[config.mk]
export PLATFORM = sky130hd
export DESIGN_NAME = mcu_bus_bridge_flat
export DESIGN_NICKNAME = d
export VERILOG_FILES = /design/src/rtl/mcu_bus_bridge_if.sv /design/src/rtl/mcu_bus_bridge.sv /design/src/flat_wrapper.sv
export SDC_FILE = /design/constraint.sdc
export NUM_CORES = 1
export LEC_CHECK = 0
export CORE_MARGIN = 10
export CORE_UTILIZATION = 41
export CTS_CLUSTER_DIAMETER = 50
export CTS_CLUSTER_SIZE = 10
export DETAILED_ROUTE_END_ITERATION = 12
export GPL_TIMING_DRIVEN = 0
export PLACE_DENSITY = 0.79
export SLEW_MARGIN = 5
export SYNTH_ARGS = -nofsm -noshare
export SYNTH_HDL_FRONTEND = slang
export SYNTH_SLANG_ARGS = --single-unit
[constraint.sdc]
create_clock -name clk_in -period 1.87 [get_ports clk_in]
set_input_delay 0.187 -clock clk_in [delete_from_list [all_inputs] [get_ports clk_in]]
set_output_delay 0.187 -clock clk_in [all_outputs]
set_load 0.01 [all_outputs]
[src/rtl/mcu_bus_bridge_if.sv]
// rtl/mcu_bus_bridge_if.sv - CPU, peripheral and memory bus bundle for mcu_bus_bridge.
// slave is the bridge's view; master is the view of the CPU/peripheral/memory side.
interface mcu_bus_bridge_if;
  logic        cpu_req_in;
  logic [15:0] cpu_addr_in;
  logic [7:0]  cpu_data_in;
  logic        cpu_write_en_in;
  logic [7:0]  cpu_data_out;
  logic        cpu_ready_out;
  logic        cpu_err_out;
  logic [2:0]  periph_addr_out;
  logic        periph_addr_valid_out;
  logic        periph_write_en_out;
  logic [7:0]  periph_data_out;
  logic [7:0]  periph_data_in;
  logic        periph_data_valid_in;
  logic        mem_req_out;
  logic [15:0] mem_addr_out;
  logic [7:0]  mem_data_out;
  logic        mem_write_en_out;
  logic [7:0]  mem_data_in;
  logic        mem_ack_in;

  modport slave (
    input  cpu_req_in, cpu_addr_in, cpu_data_in, cpu_write_en_in,
    input  periph_data_in, periph_data_valid_in, mem_data_in, mem_ack_in,
    output cpu_data_out, cpu_ready_out, cpu_err_out,
    output periph_addr_out, periph_addr_valid_out, periph_write_en_out, periph_data_out,
    output mem_req_out, mem_addr_out, mem_data_out, mem_write_en_out
  );

  modport master (
    output cpu_req_in, cpu_addr_in, cpu_data_in, cpu_write_en_in,
    output periph_data_in, periph_data_valid_in, mem_data_in, mem_ack_in,
    input  cpu_data_out, cpu_ready_out, cpu_err_out,
    input  periph_addr_out, periph_addr_valid_out, periph_write_en_out, periph_data_out,
    input  mem_req_out, mem_addr_out, mem_data_out, mem_write_en_out
  );
endinterface

[src/rtl/mcu_bus_bridge.sv]
// rtl/mcu_bus_bridge.sv - Routes CPU accesses to a strobed peripheral port or a req/ack memory port.
// Optional response-wait timeout enabled by defining BUS_TIMEOUT_EN.
module mcu_bus_bridge #(
  parameter int         TIMEOUT_CYCLES = 15,
  parameter logic [3:0] PERIPH_PAGE    = 4'hF
) (
  input logic             clk_in,
  input logic             reset_n_in,
  mcu_bus_bridge_if.slave bus
);

  if (TIMEOUT_CYCLES < 1 || TIMEOUT_CYCLES > 255) begin : g_bad_timeout
    $error("mcu_bus_bridge: TIMEOUT_CYCLES must be 1..255");
  end

  typedef enum logic [2:0] {IDLE, P_STROBE, P_WAIT, M_WAIT, RESP} state_t;
  state_t state;

`ifdef BUS_TIMEOUT_EN
  localparam logic [7:0] WAIT_LAST = 8'(TIMEOUT_CYCLES - 1);
  logic [7:0] wait_cnt;
`endif

  always_ff @(posedge clk_in) begin
    if (!reset_n_in) begin
      state                     <= IDLE;
      bus.cpu_data_out          <= 8'h00;
      bus.cpu_ready_out         <= 1'b0;
      bus.cpu_err_out           <= 1'b0;
      bus.periph_addr_out       <= 3'd0;
      bus.periph_addr_valid_out <= 1'b0;
      bus.periph_write_en_out   <= 1'b0;
      bus.periph_data_out       <= 8'h00;
      bus.mem_req_out           <= 1'b0;
      bus.mem_addr_out          <= 16'h0000;
      bus.mem_data_out          <= 8'h00;
      bus.mem_write_en_out      <= 1'b0;
`ifdef BUS_TIMEOUT_EN
      wait_cnt                  <= 8'd0;
`endif
    end else begin
      // Pulses default low; each completion path raises them for one cycle.
      bus.cpu_ready_out         <= 1'b0;
      bus.cpu_err_out           <= 1'b0;
      bus.periph_addr_valid_out <= 1'b0;
      case (state)
        IDLE: begin
          if (bus.cpu_req_in) begin
            if (bus.cpu_addr_in[15:12] == PERIPH_PAGE) begin
              bus.periph_addr_out       <= bus.cpu_addr_in[2:0];
              bus.periph_write_en_out   <= bus.cpu_write_en_in;
              bus.periph_data_out       <= bus.cpu_data_in;
              bus.periph_addr_valid_out <= 1'b1;
              state                     <= P_STROBE;
            end else begin
              bus.mem_req_out      <= 1'b1;
              bus.mem_addr_out     <= bus.cpu_addr_in;
              bus.mem_data_out     <= bus.cpu_data_in;
              bus.mem_write_en_out <= bus.cpu_write_en_in;
              state                <= M_WAIT;
            end
`ifdef BUS_TIMEOUT_EN
            wait_cnt <= 8'd0;
`endif
          end
        end
        P_STROBE: begin
          // The latched write qualifier doubles as the access-type memory.
          if (bus.periph_write_en_out) begin
            bus.cpu_ready_out <= 1'b1;
            state             <= RESP;
          end else begin
            state <= P_WAIT;
          end
`ifdef BUS_TIMEOUT_EN
          wait_cnt <= 8'd0;
`endif
        end
        P_WAIT: begin
          if (bus.periph_data_valid_in) begin
            bus.cpu_data_out  <= bus.periph_data_in;
            bus.cpu_ready_out <= 1'b1;
            state             <= RESP;
          end
`ifdef BUS_TIMEOUT_EN
          else if (wait_cnt == WAIT_LAST) begin
            bus.cpu_data_out  <= 8'hFF;
            bus.cpu_ready_out <= 1'b1;
            bus.cpu_err_out   <= 1'b1;
            state             <= RESP;
          end else begin
            wait_cnt <= wait_cnt + 8'd1;
          end
`endif
        end
        M_WAIT: begin
          if (bus.mem_ack_in) begin
            bus.mem_req_out <= 1'b0;
            if (!bus.mem_write_en_out) bus.cpu_data_out <= bus.mem_data_in;
            bus.cpu_ready_out <= 1'b1;
            state             <= RESP;
          end
`ifdef BUS_TIMEOUT_EN
          else if (wait_cnt == WAIT_LAST) begin
            bus.mem_req_out   <= 1'b0;
            bus.cpu_data_out  <= 8'hFF;
            bus.cpu_ready_out <= 1'b1;
            bus.cpu_err_out   <= 1'b1;
            state             <= RESP;
          end else begin
            wait_cnt <= wait_cnt + 8'd1;
          end
`endif
        end
        RESP:    state <= IDLE;
        default: state <= IDLE;
      endcase
    end
  end

endmodule

[src/flat_wrapper.sv]
// flat-port wrapper written by rule: the top's interface ports become plain ports
module mcu_bus_bridge_flat 
#(
  parameter int         TIMEOUT_CYCLES = 15,
  parameter logic [3:0] PERIPH_PAGE    = 4'hF
)
  (clk_in, reset_n_in, bus_cpu_req_in, bus_cpu_addr_in, bus_cpu_data_in, bus_cpu_write_en_in, bus_periph_data_in, bus_periph_data_valid_in, bus_mem_data_in, bus_mem_ack_in, bus_cpu_data_out, bus_cpu_ready_out, bus_cpu_err_out, bus_periph_addr_out, bus_periph_addr_valid_out, bus_periph_write_en_out, bus_periph_data_out, bus_mem_req_out, bus_mem_addr_out, bus_mem_data_out, bus_mem_write_en_out);
  mcu_bus_bridge_if bus_i ();
  input logic clk_in;
  input logic reset_n_in;
  input wire logic [$bits(bus_i.cpu_req_in)-1:0] bus_cpu_req_in;
  input wire logic [$bits(bus_i.cpu_addr_in)-1:0] bus_cpu_addr_in;
  input wire logic [$bits(bus_i.cpu_data_in)-1:0] bus_cpu_data_in;
  input wire logic [$bits(bus_i.cpu_write_en_in)-1:0] bus_cpu_write_en_in;
  input wire logic [$bits(bus_i.periph_data_in)-1:0] bus_periph_data_in;
  input wire logic [$bits(bus_i.periph_data_valid_in)-1:0] bus_periph_data_valid_in;
  input wire logic [$bits(bus_i.mem_data_in)-1:0] bus_mem_data_in;
  input wire logic [$bits(bus_i.mem_ack_in)-1:0] bus_mem_ack_in;
  output wire logic [$bits(bus_i.cpu_data_out)-1:0] bus_cpu_data_out;
  output wire logic [$bits(bus_i.cpu_ready_out)-1:0] bus_cpu_ready_out;
  output wire logic [$bits(bus_i.cpu_err_out)-1:0] bus_cpu_err_out;
  output wire logic [$bits(bus_i.periph_addr_out)-1:0] bus_periph_addr_out;
  output wire logic [$bits(bus_i.periph_addr_valid_out)-1:0] bus_periph_addr_valid_out;
  output wire logic [$bits(bus_i.periph_write_en_out)-1:0] bus_periph_write_en_out;
  output wire logic [$bits(bus_i.periph_data_out)-1:0] bus_periph_data_out;
  output wire logic [$bits(bus_i.mem_req_out)-1:0] bus_mem_req_out;
  output wire logic [$bits(bus_i.mem_addr_out)-1:0] bus_mem_addr_out;
  output wire logic [$bits(bus_i.mem_data_out)-1:0] bus_mem_data_out;
  output wire logic [$bits(bus_i.mem_write_en_out)-1:0] bus_mem_write_en_out;
  assign bus_i.cpu_req_in = bus_cpu_req_in;
  assign bus_i.cpu_addr_in = bus_cpu_addr_in;
  assign bus_i.cpu_data_in = bus_cpu_data_in;
  assign bus_i.cpu_write_en_in = bus_cpu_write_en_in;
  assign bus_i.periph_data_in = bus_periph_data_in;
  assign bus_i.periph_data_valid_in = bus_periph_data_valid_in;
  assign bus_i.mem_data_in = bus_mem_data_in;
  assign bus_i.mem_ack_in = bus_mem_ack_in;
  assign bus_cpu_data_out = bus_i.cpu_data_out;
  assign bus_cpu_ready_out = bus_i.cpu_ready_out;
  assign bus_cpu_err_out = bus_i.cpu_err_out;
  assign bus_periph_addr_out = bus_i.periph_addr_out;
  assign bus_periph_addr_valid_out = bus_i.periph_addr_valid_out;
  assign bus_periph_write_en_out = bus_i.periph_write_en_out;
  assign bus_periph_data_out = bus_i.periph_data_out;
  assign bus_mem_req_out = bus_i.mem_req_out;
  assign bus_mem_addr_out = bus_i.mem_addr_out;
  assign bus_mem_data_out = bus_i.mem_data_out;
  assign bus_mem_write_en_out = bus_i.mem_write_en_out;
  mcu_bus_bridge #(.TIMEOUT_CYCLES(TIMEOUT_CYCLES), .PERIPH_PAGE(PERIPH_PAGE)) u_core (.clk_in(clk_in), .reset_n_in(reset_n_in), .bus(bus_i));
endmodule
# --- Yosys cells after proc, flatten, opt, wreduce, memory -nomap -nowiden ---
# Index checks and enable logic that the tools add are counted.
word_totals:
  regBits: 51
  inputBits: 46
  output_inout_bits: 49
op_classes:
  n_eq_ne: 9
  n_mux: 19
  bitwise: 1
  reduce_logical: 9
op_table:
  columns: ["cell", "n"]
  rows:
  - ["2-to-1 mux 8 bit", 3]
  - ["case mux 8 bit (2 select lines)", 1]
  - ["2-to-1 mux 3 bit", 4]
  - ["case mux 3 bit (4 select lines)", 1]
  - ["AND reduction 3 bit", 4]
  - ["!= test 2 bit, second input constant", 5]
  - ["AND reduction 4 bit", 2]
  - ["2-to-1 mux 1 bit", 7]
  - ["equality test 3 x 2 -> 1 bit, second input constant", 2]
  - ["equality test 4 bit, second input constant", 1]
  - ["nonzero test 2 bit", 2]
  - ["equality test 3 x 1 -> 1 bit, second input constant", 1]
  - ["logical NOT 3 bit", 1]
  - ["case mux 1 bit (3 select lines)", 1]
  - ["2-to-1 mux 2 bit", 1]
  - ["case mux 1 bit (2 select lines)", 1]
  - ["NOT 1 bit", 1]

# --- Longest topological paths before layout ---
# Gate-level depths: netlist of run 1.
depth:
  depth_word: 4
  depth_mapped: 5
  ltp_nobuf: 3

# --- Least setup slack after synthesis of run 1 ---
# OpenSTA, ideal clock, no wires.
synth_path:
  kind: "reg-to-reg"
  from: "register u_core.state[1]"
  to: "register u_core.bus.mem_addr_out[15]"
  setup_ns: 0.119
  t_arrival_ns: 1.336
  required_ns: 1.751
  setup_slack_ns: 0.415
  stages_incl_launch_ff: 5
  n_path_buf: 2
  period_less_slack_ns: 1.455
  cell_sequence: "dfxtp_1 -> buf_6 -> or4b_4 -> buf_6 -> o221a_2"
synth_between:
  elab_chain_len: 2
synth_lines:
  columns: ["item", "line", "text"]
  rows:
  - ["start, declared", "mcu_bus_bridge.sv:17", "state_t state;"]
  - ["start signal, assigned", "mcu_bus_bridge.sv:26", "state <= IDLE;"]
  - ["start signal, assigned", "mcu_bus_bridge.sv:54", "state <= P_STROBE;"]
  - ["start signal, assigned", "mcu_bus_bridge.sv:60", "state <= M_WAIT;"]
  - ["logical NOT 3 bit", "mcu_bus_bridge.sv:46", "case (state)"]
  - ["AND reduction 3 bit (no line)", null, null]
  - ["end signal, assigned", "mcu_bus_bridge.sv:57", "bus.mem_addr_out <= bus.cpu_addr_in;"]
  - ["end, declared", "mcu_bus_bridge_if.sv:29", "output mem_req_out, mem_addr_out, mem_data_out, mem_write_en_out"]
# Every way passes these cells.
# A chain may end at the register's enable or synchronous reset.

# --- Worst setup path in the final report of run 1 ---
layout_path:
  from: "register u_core.state[2]"
  to: "register u_core.bus.mem_data_out[5]"
layout_between:
  elab_chain_len: 2
layout_lines:
  columns: ["item", "line", "text"]
  rows:
  - ["logical NOT 3 bit", "mcu_bus_bridge.sv:46", null]
  - ["AND reduction 3 bit (no line)", null, null]
  - ["end signal, assigned", "mcu_bus_bridge.sv:58", "bus.mem_data_out <= bus.cpu_data_in;"]
  - ["end, declared", "mcu_bus_bridge_if.sv:29", null]
# Every way passes these cells.

==> flow_summary.rst, run 1 <==
.. list-table::
   :header-rows: 1

   * - Metric
     - Value
   * - Flip-flop and latch count after synthesis
     - 51
   * - Reg-to-reg startpoint
     - u_core.state[2]
   * - Initial cell density of the core
     - 41.89%
   * - Run status
     - complete, no violations
   * - Die extent in x
     - 92.01 um
   * - Kind of end point of the critical path
     - register
   * - Setup crit start kind
     - register
   * - Required time of the critical path
     - 2.05 ns
   * - Insertion delay to the later sink of the worst-skew pair
     - 0.30 ns
   * - Post-route total power
     - 0.002637 W
   * - Leakage Power
     - 1.167 nW
   * - Final TNS setup
     - 0 ns
   * - CTS Sinks
     - 51
   * - Part of the power in registers
     - 46.2%
   * - Post-Syn Instances
     - 236
   * - RePlAce Congestion
     - 0.8069
   * - Total Nets Final
     - 382
   * - Fin area
     - 3251 um^2
   * - Number of nets with antenna violations after routing
     - 0
   * - Post-route fraction of the period consumed by the critical path
     - 88.43%
   * - Unrepaired setup endpoints after global routing
     - no
   * - Cells on Worst Hold Path
     - 3
   * - Count of cell types in the netlist
     - 33
   * - Hold Vio Cnt, Final
     - 0
   * - Average cell area after synthesis
     - 9.008 um^2
   * - Top cell family by delay on the critical path
     - simple AND/OR/NAND/NOR gates
   * - Top-count cell post-synth
     - sky130_fd_sc_hd__dfxtp_1
   * - Number of max-cap violations
     - 0
   * - Hold_buf cts
     - 0
   * - H-tree lvl count
     - 2
   * - Peak ir drop on the vdd network
     - 0.0004289 V
   * - Average vias per placed instance
     - 5.276
   * - Net switching component of the power
     - 0.0007166 W
   * - Post-CTS Setup Repair Bufs
     - 0
   * - Post-synthesis sequential area ratio
     - 48.03%
   * - Worst R2R End
     - u_core.bus.mem_data_out[5]
   * - GRT Total Usage
     - 15.04%
   * - Iteration-0 DRC Markers
     - 156
   * - EDFF count, synth
     - 0
   * - FF-to-FF setup slack
     - 0.22 ns
   * - Core area
     - 5075 um^2
   * - Worst Path Class, Setup
     - register to register
   * - Yosys top cell by area
     - sky130_fd_sc_hd__dfxtp_1
   * - Worst hold path type
     - input pin to register
   * - Standard cell with the maximum stage delay on the critical path
     - sky130_fd_sc_hd__or4b_4
   * - Number of antenna violations at the first check in global routing
     - 0
   * - Post-layout minimum cycle time
     - 1.654 ns
   * - Post-DR wirelength/cell
     - 16.60 um
   * - Worst clock skew on the final layout
     - 0.01290 ns
   * - Overall routed net length
     - 6.740 mm
   * - # diodes
     - 0
   * - Remaining Overflow, GRT
     - 0
   * - Buffers & Inverters on Critical Path
     - 1
   * - Net count of the mapped netlist
     - 282
   * - Part of the total power dissipated in combinational logic
     - 25.4%
   * - Switching portion of total power
     - 27.18%
   * - Maximum frequency from static timing analysis
     - 0.6048 GHz
   * - Area of the die
     - 8465 um^2
   * - Global-route wire length before repair
     - 10.70 mm
   * - Tightest slew margin relative to the limit
     - 54.45%
   * - TritonCTS clock tree
     - done
   * - Hold Path Sink
     - u_core.bus.mem_addr_out[7]
   * - Total of warnings raised by yosys
     - 0
   * - Placement-stage cell area
     - 3144 um^2
   * - Bufs on Longest Clock Path
     - 2
   * - Count of port buffers added during placement
     - 93
   * - Post-CTS sizing
     - 0
   * - Clock Root Buffer
     - sky130_fd_sc_hd__clkbuf_8
   * - Total iterations of the first detailed-routing run
     - 4
   * - Biggest area contributors in the synthesized netlist
     - sky130_fd_sc_hd__dfxtp_1 (48%), sky130_fd_sc_hd__a21oi_1 (8.7%), sky130_fd_sc_hd__o21ai_0 (8.5%), sky130_fd_sc_hd__nand3_1 (8.2%), sky130_fd_sc_hd__a211oi_1 (6.0%)
   * - TritonCTS Buffers
     - 5
   * - Remaining routing DRC violations
     - 0
   * - Pin count of the biggest net entering global routing
     - 16
   * - Area share of the largest cell type after synthesis
     - 48.03%
   * - Biggest cell delay along the critical path
     - 0.60 ns
   * - Power density of the placed cells
     - 811.2 nW/um^2
   * - Part of the power in the clock network
     - 28.4%
   * - Cell count of the worst reg-to-reg path
     - 4
   * - Vias in the first global route
     - 2111
   * - Post-Synthesis Cell Area
     - 2126 um^2
   * - Most numerous cell types in the synthesized netlist
     - sky130_fd_sc_hd__dfxtp_1 (51), sky130_fd_sc_hd__a21oi_1 (37), sky130_fd_sc_hd__o21ai_0 (36), sky130_fd_sc_hd__nand3_1 (35), sky130_fd_sc_hd__a211oi_1 (17)
   * - Die Height
     - 92.01 um
   * - Share of final-layout standard cells stronger than drive strength 1
     - 8.036%
   * - Via count
     - 2142
   * - Arrival @ worst endpoint
     - 1.83 ns
   * - Internal power component
     - 0.001920 W
   * - Predominant post-synthesis flop cell
     - sky130_fd_sc_hd__dfxtp_1
   * - Max-slew violation total from the final report
     - 0
   * - Launch point of the worst hold path
     - bus_cpu_addr_in[7]
   * - Boundary Pins
     - 95
   * - Number of placement rows
     - 26
   * - Clock transition at the register clock pins on the worst setup and hold paths after CTS
     - 0.10 ns
   * - Detailed placer's ending HPWL
     - 5.120 mm
   * - Endpoints failing setup
     - 0
   * - Area growth from synthesis to layout
     - 52.91%
   * - CP Cell Sequence
     - or4b_4 > clkbuf_2 > o21ai_0 > a21oi_1
   * - Maximum net fanout on the critical path
     - 10
   * - Pin slew with the least headroom to its limit
     - 0.6832 ns
   * - Async S/R FF share, synth
     - 0%
## final cells by class
| class | instances | area [um^2] |
|---|---|---|
| multi-input cells | 158 | 972.2 |
| clock inverters | 2 | 37.54 |
| repair buffers | 93 | 930.9 |
| clock buffers | 5 | 68.82 |
| well taps | 70 | 87.58 |
| inverters | 2 | 7.507 |
| fillers | 483 | 1824 |
| plain buffers | 25 | 125.1 |
| flip-flops and latches | 51 | 1021 |
## flip-flops by register name (all words and copies together) (netlist names)
signal,cells
u_core.bus.mem_addr_out,16
u_core.bus.cpu_data_out,8
u_core.bus.mem_data_out,8
u_core.bus.periph_data_out,8
u_core.bus.periph_addr_out,3
u_core.state,3
u_core.bus.cpu_ready_out,1
u_core.bus.mem_req_out,1
u_core.bus.mem_write_en_out,1
u_core.bus.periph_addr_valid_out,1
u_core.bus.periph_write_en_out,1
## tightest hold or removal path: cells and delay by family
kind / cells / cell delay, ns
buffers and inverters: 1 / 0.39
AO/OA/AOI/OAI: 1 / 0.05
AND/OR/NAND/NOR: 1 / 0.06
## power by group through the flow
stage	registers [W]	logic [W]	clock network, W
after CTS	0.00122	0.000675	0.000754
after global placement	0.00124	0.000659	0
after detailed placement	0.00124	0.000674	0
after global routing	0.00123	0.000728	0.000810
after floorplan	0.00128	0.000294	0
final	0.00122	0.000669	0.000748
## through the flow
step / hold WS, ns / setup slack [ns] / std cells / utilization [%]
final: 0.4430 / 0.2164 / 406 / 64.05
after global routing: 0.4399 / 0.1049 / 406 / 64.05
after CTS: 0.4396 / 0.2088 / 406 / 64.05
after detailed placement: 0.4660 / 0.006451 / 399 / 61.96
after global placement: 0.4598 / 0.04547 / 399 / 61.96
after floorplan: 0.3087 / 0.4148 / 236 / -
## per-layer routing
| layer | GRT usage [%] | wire [um] | vias up |
|---|---|---|---|
| met4 | 3.856 | 45 | 0 |
| met5 | 0 | 0 | - |
| met2 | 25.06 | 3372 | 75 |
| li1 | - | - | 1069 |
| met1 | 18.05 | 2767 | 994 |
| met3 | 5.216 | 555 | 4 |
## cell families (layout without fill, tap and decap cells)
kind of cell / count (synthesis) / count (layout) / synth area share, %
and+or+nand+nor: 54 / 54 / 16.19
AOI/OAI and AO/OA: 95 / 95 / 25.60
buffers and inverters: 27 / 127 / 6.238
other: 1 / 1 / 0.1764
DFF: 51 / 51 / 48.03
muxes: 8 / 8 / 3.767
## worst max-delay path by stage
| stage | from | end | cells after the start |
|---|---|---|---|
| floorplan | u_core.state[1] | u_core.bus.mem_addr_out[15] | 4 |
| global placement | bus_cpu_addr_in[12] | u_core.bus.mem_addr_out[7] | 6 |
| detailed placement | bus_cpu_req_in | u_core.bus.mem_data_out[5] | 5 |
| CTS | u_core.state[2] | u_core.bus.mem_data_out[5] | 4 |
| global route | u_core.state[0] | u_core.bus.mem_data_out[5] | 5 |
| finish | u_core.state[2] | u_core.bus.mem_data_out[5] | 4 |
## placed cells by master (no fill, tap or decap), types with 2 or more instances in the layout
master	instances
sky130_fd_sc_hd__clkbuf_2	3
sky130_fd_sc_hd__clkdlybuf4s50_1	93
sky130_fd_sc_hd__buf_6	2
sky130_fd_sc_hd__a211oi_1	17
sky130_fd_sc_hd__mux2i_1	8
sky130_fd_sc_hd__clkbuf_8	5
sky130_fd_sc_hd__buf_2	7
sky130_fd_sc_hd__and4bb_2	2
sky130_fd_sc_hd__dfxtp_1	51
sky130_fd_sc_hd__o221a_1	2
sky130_fd_sc_hd__o21ai_0	36
sky130_fd_sc_hd__nor3b_1	2
sky130_fd_sc_hd__nand3b_1	2
sky130_fd_sc_hd__clkbuf_1	12
sky130_fd_sc_hd__nand3_1	35
sky130_fd_sc_hd__nand2b_1	2
sky130_fd_sc_hd__a21oi_1	37
(Power assumes the default switching activity.)
==> run 2: changes to the inputs <==
Settings changed: SLEW_MARGIN 5 to unset.
==> results of run 2 <==
The final DEF is identical to that of run 1; final timing and power are the same.
